===== config.mk =====
export PLATFORM = sky130hd
export DESIGN_NAME = fpmul_param_flat
export DESIGN_NICKNAME = d
export VERILOG_FILES = /design/src/rtl/fpmul_param_if.sv /design/src/rtl/fpmul_param.sv /design/src/flat_wrapper.sv
export SDC_FILE = /design/constraint.sdc
export NUM_CORES = 1
export LEC_CHECK = 0
export ABC_AREA = 1
export BUFFER_PORTS_ARGS = -buffer_cell sky130_fd_sc_hd__buf_2
export CORE_MARGIN = 4
export CORE_UTILIZATION = 45
export DETAILED_ROUTE_END_ITERATION = 8
export GPL_TIMING_DRIVEN = 0
export PLACE_DENSITY = 0.61
export SYNTH_ARGS = -nofsm -noshare
export SYNTH_HDL_FRONTEND = slang
export SYNTH_SLANG_ARGS = --single-unit

===== constraint.sdc =====
create_clock -name clk -period 3.31 [get_ports clk]
set_input_delay 0.4965 -clock clk [delete_from_list [all_inputs] [get_ports clk]]
set_output_delay 0.4965 -clock clk [all_outputs]
set_load 0.005 [all_outputs]

===== src/rtl/fpmul_param_if.sv =====
// Handshake and data bundle for the iterative floating-point multiplier.
// The requester uses the master modport; the multiplier uses the slave modport.
interface fpmul_param_if #(
    parameter int EXP_W = 8,
    parameter int MAN_W = 23
);
    localparam int W = 1 + EXP_W + MAN_W;

    logic         start;
    logic [W-1:0] a;
    logic [W-1:0] b;
    logic         busy;
    logic         done;
    logic [W-1:0] p;
    logic         nan;
    logic         inf;
    logic         zero;
    logic         uf;
    logic         of;

    modport master (
        output start, a, b,
        input  busy, done, p, nan, inf, zero, uf, of
    );

    modport slave (
        input  start, a, b,
        output busy, done, p, nan, inf, zero, uf, of
    );
endinterface


===== src/rtl/fpmul_param.sv =====
// Multi-cycle IEEE-754 style multiplier: shift-add mantissa product, flush-to-zero.
// Define FPMUL_RNE_EN for round-to-nearest-even; otherwise the result is truncated.
module fpmul_param #(
    parameter int EXP_W = 8,
    parameter int MAN_W = 23
) (
    input  logic          clk,
    input  logic          rst,
    fpmul_param_if.slave  bus
);
    localparam int W  = 1 + EXP_W + MAN_W;
    localparam int MW = MAN_W + 1;
    localparam int PW = 2 * MW;
    localparam int XW = EXP_W + 2;
    localparam int CW = $clog2(MW + 1);
    localparam logic [XW-1:0] BIAS    = XW'((1 << (EXP_W - 1)) - 1);
    localparam logic [XW-1:0] EXP_MAX = XW'((1 << EXP_W) - 1);

    typedef enum logic [2:0] {
        IDLE, CLASSIFY, MUL, NORM, ROUND, CHECK, PACK, DONE
    } state_t;

    state_t state_reg, state_next;

    logic [W-1:0]         op_reg [2];
    logic                 sign_reg;
    logic signed [XW-1:0] exp_reg;
    logic [PW-1:0]        mcand_reg;
    logic [MW-1:0]        mplier_reg;
    logic [PW-1:0]        prod_reg;
    logic [CW-1:0]        cnt_reg;
    logic [MAN_W-1:0]     man_reg;
    logic [W-1:0]         res_p_reg;
    logic [4:0]           res_flags_reg;   // {nan, inf, zero, uf, of}
    logic [W-1:0]         p_reg;
    logic [4:0]           flags_reg;

    logic [1:0]           is_zero, is_inf, is_nan;
    logic [EXP_W-1:0]     exp_f [2];
    logic [MAN_W-1:0]     man_f [2];

    genvar gi;
    generate
        for (gi = 0; gi < 2; gi++) begin : g_cls
            assign exp_f[gi]   = op_reg[gi][W-2 -: EXP_W];
            assign man_f[gi]   = op_reg[gi][MAN_W-1:0];
            // Subnormals are flushed, so any zero exponent counts as zero.
            assign is_zero[gi] = (exp_f[gi] == '0);
            assign is_inf[gi]  = (&exp_f[gi]) && (man_f[gi] == '0);
            assign is_nan[gi]  = (&exp_f[gi]) && (man_f[gi] != '0);
        end
    endgenerate

    logic special, nan_case, sign_x;
    assign nan_case = (|is_nan) || (is_inf[0] && is_zero[1]) || (is_zero[0] && is_inf[1]);
    assign special  = (|is_nan) || (|is_inf) || (|is_zero);
    assign sign_x   = op_reg[0][W-1] ^ op_reg[1][W-1];

    // After NORM the hidden one sits in the top product bit.
    logic [MAN_W-1:0] man_trunc;
    assign man_trunc = prod_reg[PW-2 -: MAN_W];
`ifdef FPMUL_RNE_EN
    logic guard, sticky, round_up;
    assign guard    = prod_reg[MAN_W];
    assign sticky   = |prod_reg[MAN_W-1:0];
    assign round_up = guard && (sticky || man_trunc[0]);
`endif

    always_ff @(posedge clk) begin
        if (!rst) state_reg <= IDLE;
        else      state_reg <= state_next;
    end

    always_comb begin
        state_next = state_reg;
        bus.busy   = 1'b1;
        bus.done   = 1'b0;
        case (state_reg)
            IDLE: begin
                bus.busy = 1'b0;
                if (bus.start) state_next = CLASSIFY;
            end
            CLASSIFY: state_next = special ? PACK : MUL;
            MUL:      if (cnt_reg == CW'(MAN_W)) state_next = NORM;
            NORM:     state_next = ROUND;
            ROUND:    state_next = CHECK;
            CHECK:    state_next = PACK;
            PACK:     state_next = DONE;
            DONE: begin
                bus.done   = 1'b1;
                state_next = IDLE;
            end
            default:  state_next = IDLE;
        endcase
    end

    always_ff @(posedge clk) begin
        if (!rst) begin
            op_reg[0]     <= '0;
            op_reg[1]     <= '0;
            sign_reg      <= 1'b0;
            exp_reg       <= '0;
            mcand_reg     <= '0;
            mplier_reg    <= '0;
            prod_reg      <= '0;
            cnt_reg       <= '0;
            man_reg       <= '0;
            res_p_reg     <= '0;
            res_flags_reg <= '0;
            p_reg         <= '0;
            flags_reg     <= '0;
        end else begin
            case (state_reg)
                IDLE: begin
                    if (bus.start) begin
                        op_reg[0] <= bus.a;
                        op_reg[1] <= bus.b;
                        p_reg     <= '0;
                        flags_reg <= '0;
                    end
                end
                CLASSIFY: begin
                    sign_reg      <= sign_x;
                    exp_reg       <= XW'(exp_f[0]) + XW'(exp_f[1]) - BIAS;
                    mcand_reg     <= PW'({1'b1, man_f[0]});
                    mplier_reg    <= {1'b1, man_f[1]};
                    prod_reg      <= '0;
                    cnt_reg       <= '0;
                    res_p_reg     <= '0;
                    res_flags_reg <= '0;
                    if (nan_case) begin
                        res_p_reg     <= {1'b0, {EXP_W{1'b1}}, {MAN_W{1'b1}}};
                        res_flags_reg <= 5'b10000;
                    end else if (|is_inf) begin
                        res_p_reg     <= {sign_x, {EXP_W{1'b1}}, {MAN_W{1'b0}}};
                        res_flags_reg <= 5'b01000;
                    end else if (|is_zero) begin
                        res_p_reg     <= {sign_x, {(W-1){1'b0}}};
                        res_flags_reg <= 5'b00100;
                    end
                end
                MUL: begin
                    if (mplier_reg[0]) prod_reg <= prod_reg + mcand_reg;
                    mcand_reg  <= mcand_reg << 1;
                    mplier_reg <= mplier_reg >> 1;
                    cnt_reg    <= cnt_reg + 1'b1;
                end
                NORM: begin
                    cnt_reg <= '0;
                    if (prod_reg[PW-1]) exp_reg  <= exp_reg + 1'b1;
                    else                prod_reg <= prod_reg << 1;
                end
                ROUND: begin
`ifdef FPMUL_RNE_EN
                    if (round_up) begin
                        if (&man_trunc) begin
                            man_reg <= '0;
                            exp_reg <= exp_reg + 1'b1;
                        end else begin
                            man_reg <= man_trunc + 1'b1;
                        end
                    end else begin
                        man_reg <= man_trunc;
                    end
`else
                    man_reg <= man_trunc;
`endif
                end
                CHECK: begin
                    if (!exp_reg[XW-1] && (exp_reg >= EXP_MAX)) begin
                        res_p_reg     <= {sign_reg, {EXP_W{1'b1}}, {MAN_W{1'b0}}};
                        res_flags_reg <= 5'b01001;
                    end else if (exp_reg[XW-1] || (exp_reg == '0)) begin
                        res_p_reg     <= {sign_reg, {(W-1){1'b0}}};
                        res_flags_reg <= 5'b00110;
                    end else begin
                        res_p_reg     <= {sign_reg, exp_reg[EXP_W-1:0], man_reg};
                        res_flags_reg <= 5'b00000;
                    end
                end
                PACK: begin
                    p_reg     <= res_p_reg;
                    flags_reg <= res_flags_reg;
                end
                default: ;
            endcase
        end
    end

    assign bus.p = p_reg;
    assign {bus.nan, bus.inf, bus.zero, bus.uf, bus.of} = flags_reg;
endmodule


===== src/flat_wrapper.sv =====
// flat-port wrapper written by rule: the top's interface ports become plain ports
module fpmul_param_flat 
#(
    parameter int EXP_W = 8,
    parameter int MAN_W = 23
)
  (clk, rst, bus_start, bus_a, bus_b, bus_busy, bus_done, bus_p, bus_nan, bus_inf, bus_zero, bus_uf, bus_of);
  fpmul_param_if #(.EXP_W(EXP_W), .MAN_W(MAN_W)) bus_i ();
  input  logic clk;
  input  logic rst;
  input wire logic [$bits(bus_i.start)-1:0] bus_start;
  input wire logic [$bits(bus_i.a)-1:0] bus_a;
  input wire logic [$bits(bus_i.b)-1:0] bus_b;
  output wire logic [$bits(bus_i.busy)-1:0] bus_busy;
  output wire logic [$bits(bus_i.done)-1:0] bus_done;
  output wire logic [$bits(bus_i.p)-1:0] bus_p;
  output wire logic [$bits(bus_i.nan)-1:0] bus_nan;
  output wire logic [$bits(bus_i.inf)-1:0] bus_inf;
  output wire logic [$bits(bus_i.zero)-1:0] bus_zero;
  output wire logic [$bits(bus_i.uf)-1:0] bus_uf;
  output wire logic [$bits(bus_i.of)-1:0] bus_of;
  assign bus_i.start = bus_start;
  assign bus_i.a = bus_a;
  assign bus_i.b = bus_b;
  assign bus_busy = bus_i.busy;
  assign bus_done = bus_i.done;
  assign bus_p = bus_i.p;
  assign bus_nan = bus_i.nan;
  assign bus_inf = bus_i.inf;
  assign bus_zero = bus_i.zero;
  assign bus_uf = bus_i.uf;
  assign bus_of = bus_i.of;
  fpmul_param #(.EXP_W(EXP_W), .MAN_W(MAN_W)) u_core (.clk(clk), .rst(rst), .bus(bus_i));
endmodule

# Yosys cells after proc, flatten, opt, wreduce, memory -nomap -nowiden
# Memory sizes are Yosys's and may differ from the RTL's.
# Cells that the tools add are included.
# totals
memories,1
register_bits,236
mem_bits_rw,64
word_cells,111
inputBits,67
# classes
n_reduce_logical,38
magnitude_cmp,1
n_addsub,5
n_eq_ne,13
n_mux,37
bitwise,3
# mem_list
name,words,width,read_ports,rd_ports_with_merged_regs,wr,line,rtl
u_core.op_reg,2,32,2,0,2,fpmul_param.sv:25,logic [W-1:0] op_reg [2];
# op_table
op,n
32-bit 2-to-1 mux,6
48-bit case mux with 3 select lines,1
32-bit case mux with 2 select lines,2
48-bit 2-to-1 mux,2
48-bit case mux with 2 select lines,1
31-bit 2-to-1 mux,2
48-bit adder,1
24-bit case mux with 2 select lines,1
23-bit logical NOT,2
23-bit nonzero test,2
5-bit case mux with 2 select lines,3
3-bit case mux with 8 select lines,1
5-bit 2-to-1 mux,4
10-bit case mux with 2 select lines,1
8-bit logical NOT,2
8-bit AND reduction,2
3-bit 2-to-1 mux,5
"3-bit equality test, second input constant",4
"10-bit by 1-bit adder with 10-bit output, second input constant",1
"10-bit by 8-bit >= comparator with 1-bit output, second input constant",1
10-bit logical NOT,1
10-bit 2-to-1 mux,1
2-bit nonzero test,5
"10-bit by 7-bit subtractor with 10-bit output, second input constant",1
18 further kinds,45

# Logic depth before layout (Yosys ltp)
# An unclocked memory read counts as a cell.
# depth
ltp_word,8
ltp_mapped,15
depth_no_buf,15

# Worst setup path before layout
# Ideal clock, no wire load.
# synth_timing
path_type,in2reg
start,input port rst
end,"memory u_core.op_reg[0][0] (netlist name), enable pin"
setup_slack_ns,0.322
required_ns,2.621
cell_stages,4
arrival_time_ns,2.298
path_cell_list,clkbuf_1 clkbuf_1 clkbuf_1 nand2_1
# synth_rtl
element,line,rtl
from (decl),flat_wrapper.sv:10,input logic rst;
to (decl),fpmul_param.sv:25,

# Final worst setup path
# layout_timing
start,register u_core.state_reg[0]
end,register u_core.prod_reg[42]
# layout_between
elab_chain_len,3
# layout_lines
element,line,rtl
from (decl),fpmul_param.sv:23,"state_t state_reg, state_next;"
from (signal assigned),fpmul_param.sv:71,else state_reg <= state_next;
3-bit by 2-bit equality test with 1-bit output / 3-bit by 1-bit equality test with 1-bit output (equally long branches),fpmul_param.sv:113,case (state_reg)
2-bit inequality test (no source line) (tied with other cells),n/a,
3-bit AND reduction (no source line),n/a,
to (signal assigned),fpmul_param.sv:143,if (mplier_reg[0]) prod_reg <= prod_reg + mcand_reg;
to (signal assigned),fpmul_param.sv:151,else prod_reg <= prod_reg << 1;
to (decl),fpmul_param.sv:30,logic [PW-1:0] prod_reg;
# Parallel ways exist; a longest one is shown, timed or not.
# A chain may end at the register's enable or synchronous reset.

==> summary.md <==
| Metric | Value |
|---|---|
| Multiplexer area fraction after synthesis | 0 |
| Rows | 70 |
| Die Wd | 201 um |
| Compound-Gate Fraction of Synth Area | 0.164 |
| Largest family of logic cells by synthesized area | simple AND/OR/NAND/NOR gates |
| Antenna Cells | 0 |
| DRC violations left | 0 |
| Post-CTS sizing | 0 |
| WP data required | 3.76 ns |
| Fin cells | 3120 |
| Placed Instances | 3062 |
| Hold EP | u_core.op_reg[0][28]$_SDFFCE_PN0P_ |
| Post-synth EDFFs | 64 |
| Status | complete, no violations |
| P&R area growth vs syn | 13.3% |
| Most numerous cell on the critical path | clkbuf_1 |
| Initial Util | 0.458 |
| HP Class | in -> reg |
| Hold buffers post-CTS | 0 |
| Min Tclk post-route | 2.89 ns |
| Clock-pin transition on the worst setup and hold timing paths | about 0.060 ns |
| Hold Fails Final Rpt | 0 |
| CTS tree | built |
| Post-synth ARST share | 0 |
| Worst hold path depth | 3 |
| Synth Warn # | 0 |
| Initial antenna violation count | 0 |
| CP arrival | 3.34 ns |
| Post-Syn Instances | 2490 |
| Mapped Nets | ~2600 |
| Pin count of the biggest net entering global routing | 65 |
| Cell Pwr Density | 777 nW/um2 |
| Max Clock Skew | 0.0249 ns |
| Max Cap Violations | 0 |
| Routed wire length | 51600 um |
| Syn Std Cell Area | 16800 um2 |
| Worst reg-to-reg path cell count | 8 |
| Number of DRC markers in iteration 0 | 1198 |
| Vias in the first global route | 15300 |
| Worst Setup SP | u_core.state_reg[0]$_SDFFE_PN0P_ |
| Post-CTS setup buffers | 0 |
| DP HPWL | 40800 um |
| Area share of and/or/nand/nor cells after synthesis | 0.284 |
| #FFs+latches synth | 300 |
| Crit-path max FO | 10 |
| Fin crit share | 0.873 |
| H-tree Lvls | 2 |
| Slowest Stage Delay on Critical Path | 0.73 ns |
| First-pass GRT wire length | around 80000 um |
| I/O Buffers | 104 |
| Num CTS Buffers | 35 |
| RR Endpoint | u_core.prod_reg[42]$_SDFFE_PN0P_ |
| FF+latch area | 6650 um2 |
| CP Launch Type | register |
| Commonest non-fill, non-tap cell in the layout | nand2_1 |
| Area of the multi-input gates | about 8400 um2 |
| Xor/xnor cell area share of the yosys netlist | 0.00260 |
| Hold Crit Start | bus_a[28] |
| Reg2reg start | u_core.state_reg[0]$_SDFFE_PN0P_ |
| CTS root buf | clkbuf_16 |
| CP Cell Sequence | inv_1 -> ha_1 -> inv_2 -> nor2_8 -> clkbuf_1 -> clkbuf_1 -> nand3_1 -> a21oi_1 |
| Average size of a mapped cell | 6.75 um2 |
| Max reg flops | 64 |
| LEAKAGE | around 8.7 nW |
| Fillers | 3710 |
| Final #Nets | 2764 |
| Final Util | 0.519 |
| First-pass DRT Iterations | 5 |
| Seq/Total Area, Yosys | 0.395 |
| Height of the chip | 201 um |
| Die area | 40500 um2 |
| GRT Util Overall | 0.247 |
| Element type at the critical path end | register |
| Routed wire per std cell | roughly 17 um |
| Peak supply drop | 0.434 mV |
| Final instance area | 19100 um2 |
| Slew @ Worst Pin | about 0.9 ns |
| Area contributors post-synth | dfxtp_1 (28%), nand2_1 (15%), edfxtp_1 (11%) |
| Clock Path Buffers | 3 |
| Top_reg_cell synth | dfxtp_1 |
| Slowest cell on the critical path | clkbuf_1 |
| Final Slew Violations | 0 |
| CP Class | reg -> reg |
| Gr ovfl total | 0 |
| FMAX | 0.346 GHz |
| Worst-skew pair later-pin latency | roughly 0.53 ns |
| Vias per cell | about 5.2 |
| R2R setup slack | 0.42 ns |
| Adder-Cell Fraction of Synth Area | 0.0500 |
| GP Congestion | about 1.0 |
| Via count of the routed design | around 16000 |
| Core area | around 37000 um2 |
| Clock Sink Count | 300 |
| Detail Route Antenna Nets | 0 |
| RSZ-0062 raised after global routing | false |
| # setup viols final | 0 |
| Synth top area share | 0.281 |
| Placed inst area | 17900 um2 |
| Slew margin rel. | 0.410 |
| Most frequent cells in the layout | nand2_1 (679), inv_1 (343), a21oi_1 (270) |
| Area leader, netlist | dfxtp_1 |
| Post-synth cell types | between 40 and 50 |
| Io pins | approximately 110 |
| Layout cells sized above 1 | 0.0860 |
| Hold slack final | 0.263 ns |
==> kinds of logic after synthesis <==
family                     count (synthesis)
AOI/OAI and AO/OA                        506
xor gates and xnor gates                   5
adders and majority gates                 66
buffers and inverters                    451
DFF                                      300
and+or+nand+nor                         1162
==> cells in the mapped netlist, types with 19 or more instances <==
cell	n
nand2_1	680
inv_1	343
a21oi_1	270
nor2_1	266
dfxtp_1	236
nand3_1	143
o21ai_0	131
clkbuf_1	70
edfxtp_1	64
ha_1	64
a31oi_1	35
a22oi_1	23
nand4_1	23
a21oi_2	19
==> critical path: cells and delay by family, from the launching register on <==
| family | cells | cell delay, ns |
|---|---|---|
| compound gates | 1 | 0.21 |
| fa+ha+maj | 1 | 0.24 |
| buf+inv | 4 | 1.46 |
| flops | 1 | 0.36 |
| simple gates | 2 | 0.52 |
==> routing by layer <==
layer / GRT usage / vias up / wire length, um
met5: 0 / - / 0
met4: 0.0635 / 0 / 1310
met3: 0.0290 / 91 / 2640
met2: 0.420 / 424 / 24100
li1: - / 8326 / -
met1: 0.337 / 7481 / 23500
==> per-stage QoR <==
step                      setup slack [ns]  total power, mW  setup TNS, ns
after floorplan                      0.322             9.15              0
after global routing                 0.371             15.8              0
after CTS                            0.487             14.9              0
after detailed placement             0.353             10.9              0
after global placement              -0.982             10.9         -62.14
final                                0.422             14.8              0
==> layout make-up <==
cell class / count / share of cell area
timing repair buffer: 104 / 0.0273
sequential: 300 / 0.349
buffer: 100 / 0.0233
clock inverter: 14 / 0.0104
inverter: 351 / 0.0693
tap: 468 / 0.0307
clock buffer: 44 / 0.0488
multi-input combinational: 1739 / 0.441
==> power by group <==
part           switching (mW)  internal, mW
registers               0.718          4.63
logic                    3.83          1.77
clock network            1.56          2.31
==> worst max-delay path by stage <==
stage                                                     to  slack [ns]  depth (start not counted)
after floorplan            u_core.op_reg[0][0]$_SDFFCE_PN0P_        0.32                          4
after global placement    u_core.op_reg[0][19]$_SDFFCE_PN0P_       -0.98                          4
after detailed placement  u_core.op_reg[0][16]$_SDFFCE_PN0P_        0.35                          4
after CTS                   u_core.prod_reg[46]$_SDFFE_PN0P_        0.49                          8
after global routing        u_core.prod_reg[44]$_SDFFE_PN0P_        0.37                          8
final                       u_core.prod_reg[42]$_SDFFE_PN0P_        0.42                          8
Power figures use the tool's default switching activity.
